<file path="config.mk">
export PLATFORM = sky130hd
export DESIGN_NAME = pts_sequencer
export DESIGN_NICKNAME = d
export VERILOG_FILES = /design/src/rtl/pts_pkg.sv /design/src/rtl/pts_beat_counter.sv /design/src/rtl/pts_sequencer.sv
export SDC_FILE = /design/constraint.sdc
export NUM_CORES = 1
export LEC_CHECK = 0
export ABC_AREA = 1
export ABC_CLOCK_PERIOD_IN_PS = 2020
export BUFFER_PORTS_ARGS = -buffer_cell sky130_fd_sc_hd__buf_2
export CELL_PAD_IN_SITES_DETAIL_PLACEMENT = 0
export CELL_PAD_IN_SITES_GLOBAL_PLACEMENT = 1
export CORE_MARGIN = 2
export CORE_UTILIZATION = 35
export DETAILED_ROUTE_END_ITERATION = 16
export PLACE_DENSITY = 0.87
export SYNTH_ARGS = -nofsm -noshare
export SYNTH_HDL_FRONTEND = slang
export SYNTH_SLANG_ARGS = --single-unit
export TNS_END_PERCENT = 10
</file>
<file path="constraint.sdc">
create_clock -name clk -period 2.02 [get_ports clk]
set_input_delay 0.303 -clock clk [delete_from_list [all_inputs] [get_ports clk]]
set_output_delay 0.303 -clock clk [all_outputs]
set_load 0.01 [all_outputs]
</file>
<file path="src/rtl/pts_pkg.sv">
// Shared types and constants for the FFT-output parallel-to-serial sequencer.
package pts_pkg;
  localparam int PTS_NUM_POINTS = 32;

  typedef enum logic [1:0] {
    IDLE  = 2'd0,
    LOAD  = 2'd1,
    SHIFT = 2'd2
  } pts_state_t;
endpackage

</file>
<file path="src/rtl/pts_beat_counter.sv">
// Bin index counter: cleared on frame load, advances per accepted beat, saturates at the last bin.
module pts_beat_counter #(
  parameter int NUM_POINTS = 32,
  parameter int IDX_W      = $clog2(NUM_POINTS)
) (
  input  logic             clk,
  input  logic             rst,
  input  logic             clear,
  input  logic             enable,
  output logic [IDX_W-1:0] count,
  output logic             at_max
);

  logic [IDX_W-1:0] count_q, count_d;

  assign at_max = (count_q == IDX_W'(NUM_POINTS - 1));
  assign count  = count_q;

  // The only wrap back to 0 is a new frame load; SHIFT never overflows the index.
  always_comb begin
    count_d = count_q;
    if (clear) begin
      count_d = '0;
    end else if (enable && !at_max) begin
      count_d = count_q + IDX_W'(1);
    end
  end

  always_ff @(posedge clk or posedge rst) begin
    if (rst) begin
      count_q <= '0;
    end else begin
      count_q <= count_d;
    end
  end

endmodule

</file>
<file path="src/rtl/pts_sequencer.sv">
// Control FSM for the PtS wrapper: one load strobe per frame, then one shift strobe per accepted bin,
// with a one-frame pending slot and a sticky overrun flag for frames that arrive with the slot full.
module pts_sequencer
  import pts_pkg::*;
#(
  parameter int NUM_POINTS = PTS_NUM_POINTS,
  parameter int IDX_W      = $clog2(NUM_POINTS)
) (
  input  logic             clk,
  input  logic             rst,
  input  logic             frame_ready,
  input  logic             sink_ready,
  input  logic             clear_overrun,
  output logic             load_strobe,
  output logic             out_strobe,
  output logic             sample_valid,
  output logic [IDX_W-1:0] sample_idx,
  output logic             sof,
  output logic             eof,
  output logic             busy,
  output logic             overrun
);

  pts_state_t       state_q, state_d;
  logic             pending_q, pending_d;
  logic             overrun_q, overrun_d;
  logic [IDX_W-1:0] idx;
  logic             idx_at_max;
  logic             last_beat;
  logic             overrun_set;

  pts_beat_counter #(
    .NUM_POINTS(NUM_POINTS),
    .IDX_W     (IDX_W)
  ) u_idx (
    .clk   (clk),
    .rst   (rst),
    .clear (load_strobe),
    .enable(out_strobe),
    .count (idx),
    .at_max(idx_at_max)
  );

  assign load_strobe  = (state_q == LOAD);
  assign sample_valid = (state_q == SHIFT);
  assign out_strobe   = sample_valid && sink_ready;
  assign sample_idx   = sample_valid ? idx : '0;
  assign sof          = sample_valid && (idx == '0);
  assign eof          = sample_valid && idx_at_max;
  assign busy         = (state_q != IDLE);
  assign overrun      = overrun_q;

  assign last_beat   = out_strobe && idx_at_max;
  assign overrun_set = frame_ready && busy && pending_q;

  always_comb begin
    state_d = state_q;
    unique case (state_q)
      IDLE:    if (frame_ready) state_d = LOAD;
      LOAD:    state_d = SHIFT;
      SHIFT:   if (last_beat) state_d = (pending_q || frame_ready) ? LOAD : IDLE;
      default: state_d = IDLE;
    endcase
  end

  // A frame arriving on the last beat is launched directly, so it never occupies the slot.
  always_comb begin
    pending_d = pending_q;
    if (last_beat) begin
      pending_d = 1'b0;
    end else if (frame_ready && busy) begin
      pending_d = 1'b1;
    end
  end

  always_comb begin
    overrun_d = overrun_q;
    if (overrun_set) begin
      overrun_d = 1'b1;
    end else if (clear_overrun) begin
      overrun_d = 1'b0;
    end
  end

  always_ff @(posedge clk or posedge rst) begin
    if (rst) begin
      state_q   <= IDLE;
      pending_q <= 1'b0;
      overrun_q <= 1'b0;
    end else begin
      state_q   <= state_d;
      pending_q <= pending_d;
      overrun_q <= overrun_d;
    end
  end

endmodule

</file>
# Word level (Yosys, flattened, before mapping)
# Cells that the tools add are included.
[word_totals]
register_bits = 9
wordCells = 37
[op_classes]
add_sub_neg = 1
n_eq_ne = 5
n_mux = 11
reduce_logical = 16
[ops]
columns = ["cell", "n"]
rows = [
  ["$mux 5", 3],
  ["$reduce_bool 2->1", 4],
  ["$logic_and 1x1->1", 7],
  ["$pmux 2 s3", 1],
  ["$add 5x1->5 const B", 1],
  ["$eq 5x5->1 const B", 1],
  ["$logic_not 5->1", 1],
  ["$mux 1", 5],
  ["$mux 2", 2],
  ["$eq 2x1->1 const B", 1],
  ["$eq 2x2->1 const B", 1],
  ["$logic_not 2->1", 1],
  ["$ne 2x1->1 const B", 1],
  ["$ne 2x2->1 const B", 1],
  ["$reduce_and 2->1", 1],
  ["$logic_not 1->1", 1],
  ["$logic_or 1x1->1", 1],
]

# Logic depth before layout (Yosys ltp)
[depth]
ltp_word = 5
depth_mapped = 8
depth_no_buf = 8

# By module
# From an unflattened synthesis, not the netlist that was laid out.
[hier_totals]
cells_unflattened = 82
area_unflattened_um2 = 546.8
[modules_own_cells]
columns = ["mod", "instances", "cells_each", "area_per_inst_um2", "seq_area_each_um2"]
rows = [
  ["pts_beat_counter", 1, 36, 279.0, 125.1],
  ["pts_sequencer", 1, 46, 267.8, 100.1],
]

# Worst setup path after synthesis
# No wires, ideal clock.
[synth_path]
kind = "reg2out"
from = "reg u_idx.count_q[0], in the netlist u_idx.count[0]"
to = "out eof"
t_arrival_ns = 1.157
required_time_ns = 1.717
setup_slack_ns = 0.560
path_stages_with_launch = 7
path_buffers = 0
path_cell_list = "dfrtp_1 > ha_1 > nand2_1 > nor2_1 > ha_1 > inv_1 > nor2_1"
[synth_between]
elab_chain_cells = 2
[synth_rtl]
columns = ["item", "line_no", "text"]
rows = [
  ["from (decl)", "pts_beat_counter.sv:14", "logic [IDX_W-1:0] count_q, count_d;"],
  ["from (signal assigned)", "pts_beat_counter.sv:33", "count_q <= count_d;"],
  ["$eq 5x5->1", "pts_beat_counter.sv:16", "assign at_max = (count_q == IDX_W'(NUM_POINTS - 1));"],
  ["$logic_and 1x1->1", "pts_sequencer.sv:49", "assign eof = sample_valid && idx_at_max;"],
  ["to (decl)", "pts_sequencer.sv:19", "output logic eof,"],
]
# Every way passes these cells.

# Worst setup path in the final report
# Same ends and word-level chain as after synthesis.

==> results.ini <==
[sta]
hold_violations = 4
fin_skew_ns = 0.004134
whs_ns = -0.004981
drv_slew = 0
relSlewSlack = 0.7790
fin_setup_tns_ns = 0
timing.final.ws_setup_ns = 0.1481
fin_crit_ns = 1.872
timing.final.crit_share = 0.9267
setup_viol = 0
rsz0062_at_grt = false
worst_pin_slew_ns = 0.3312
fmax_mhz = 534.2

[die]
rows = 13
start_util = 0.3892
die_h_um = 42.75
coreArea_sq_um = 1350
die_area_sq_um = 1828
die_w_um = 42.75
io_pins = 17

[setup_path]
r2r_slack_ns = 0.57
cp-start-kind = register
critPathTopFamily = adder cells
cp_slowest_cell = dfrtp_1
crit_path_max_fanout = 5
worst_ep_required_time_ns = 1.72
end_kind = output pin
cpPeakStageDelay_ns = 0.40
path_cells = ha_1 -> nand2_1 -> nor2_1 -> ha_1 -> inv_1 -> nor2_1 -> buf_2
path_buf_inv = 2
worstPathArrival_ns = 1.57
criticalPathCategory = register to output pin

[drt]
ant_nets = 0
vias = 460
firstDrtPassIters = 2
via_per_inst = 4.381
drt-total-wl_mm = 1.024
wl_per_cell_um = 9.752
drc = 0
drtIter0Drc = 5

[clock_network]
post_cts_buffers = 0
clkLatencyLatePin_ns = 0.25
cts_root_buf = clkbuf_4
cts_tree = yes
hold_buffers = 0
cts_resized = 0
cts_buffers = 3
clk_pin_slew_worst_paths_ns = 0.06
htreeDepth = 1
clk_path_buf_depth = 2
cts_sinks = 9

[global_route]
grt_overflow = 0
grt_pass1_vias = 422
grt_max_degree = 10
grt-busiest-layer = met1
gr-usage-met2 = 0.1788
grt_antenna_before_repair = 0
grt_pass1_wl_mm = 1.766
grt_usage = 0.1323
grt_use_met3 = 0.01702
grt_use_met1 = 0.1821

[logic_synthesis]
avgSynthCellArea_sq_um = 7.507
synthCells = 70
yosysTopAreaCellShare = 0.4286
netlist_area_sq_um = 525.5
yosys.area.top_type = dfrtp_1
synthTopCellsByArea = dfrtp_1, nand3_1, inv_1
yosysSeqAreaShare = 0.4286
syn-num-nets = 78
ys_seq_elements = 9
synth.distinct_cells = 16
yosysWarnings = 0

[run]
max-cap-violations = 0

[layout]
diodes = 0
multi_input_area_sq_um = 244.0
drive_above_1_share = 0.2667
nFillCells = 150
area_delta_synth_final_pct = 23.81
mostFrequentLayoutCells = buf_2, inv_1, nand2_1, nand3_1, dfrtp_1
seq_area_sq_um = 225.2
fin_area_sq_um = 650.6
final_common_cell = buf_2
nets = 99

[outcome]
status = finished, violations left
violations = hold timing

[placed_design]
portBuffers = 16
place_area_sq_um = 624.3
pre_cts_slack_ns = 0.4239
place_congestion = 0.7255
hpwl_um = 841.2

[power]
total_power_uw = 771.0
p_leak_uw = 0.0003913
vdd_drop_max_v = 0.0006064
p_per_area_nw_per_um2 = 1185

[worst_hold_path]
min_path_type = input port to async pin

==> area by class of cell <==
type,count,area share
repair buffers,16,0.1231
multi-input cells,46,0.3750
clock buffers,4,0.04038
inverters,15,0.08654
flip-flops and latches,9,0.3462
well taps,15,0.02885
==> flip-flops by register name, indices dropped and copies added, names as in the netlist <==
name,flops
u_idx.count,5
pending_q,1
state_q,2
overrun,1
==> where the power goes <==
part | internal, uW | leakage, uW | switching [uW]
Combinational | 131 | 0.000263 | 220
Sequential | 230 | 0.000113 | 60.0
Clock | 75.6 | 0.0000150 | 54.3
Total | 437 | 0.000391 | 334
==> per-stage QoR <==
stage / utilization / instances
2_1_floorplan: - / 70
3_3_place_gp: 0.4625 / 101
3_5_place_dp: 0.4625 / 101
4_1_cts: 0.4819 / 105
5_1_grt: 0.4819 / 105
6_report: 0.4819 / 105
==> cell families after synthesis <==
group | Yosys count | synth area share
flip-flops | 9 | 0.4286
XOR/XNOR | 1 | 0.01667
adder cells (fa/ha/maj) | 3 | 0.07144
buffers and inverters | 15 | 0.1071
AND/OR/NAND/NOR | 38 | 0.3310
AO/OA/AOI/OAI | 4 | 0.04525
==> synthesized netlist by cell type <==
| cell | number |
|---|---|
| nand2_1 | 11 |
| nand2_2 | 3 |
| nor2_2 | 1 |
| ha_1 | 3 |
| inv_1 | 14 |
| or2_1 | 1 |
| nor3_1 | 2 |
| a21oi_1 | 2 |
| xor2_1 | 1 |
| o22ai_1 | 1 |
| dfrtp_1 | 9 |
| nand4_1 | 1 |
| nor2_1 | 8 |
| nand3_1 | 11 |
| a22oi_1 | 1 |
| inv_2 | 1 |
==> per-layer routing <==
metal,share of wire,routed length (um)
met5,0,0
met4,0.012,12
met3,0.048,49
met2,0.41,422
met1,0.53,539
==> path summary, 6_finish.rpt <==
| path | to | cells past startpoint | startpoint |
|---|---|---|---|
| hold / removal | u_idx.count[0] | 2 | rst |
| setup reg to reg | u_idx.count[2] | 7 | u_idx.count[0] |
| min in group clk | overrun | 2 | clear_overrun |
| max in group asynchronous | pending_q | 2 | rst |
| hold reg to reg | state_q[0] | 1 | state_q[0] |
| setup / recovery | eof | 7 | u_idx.count[0] |
No activity file was read; power rests on OpenSTA's default activity.
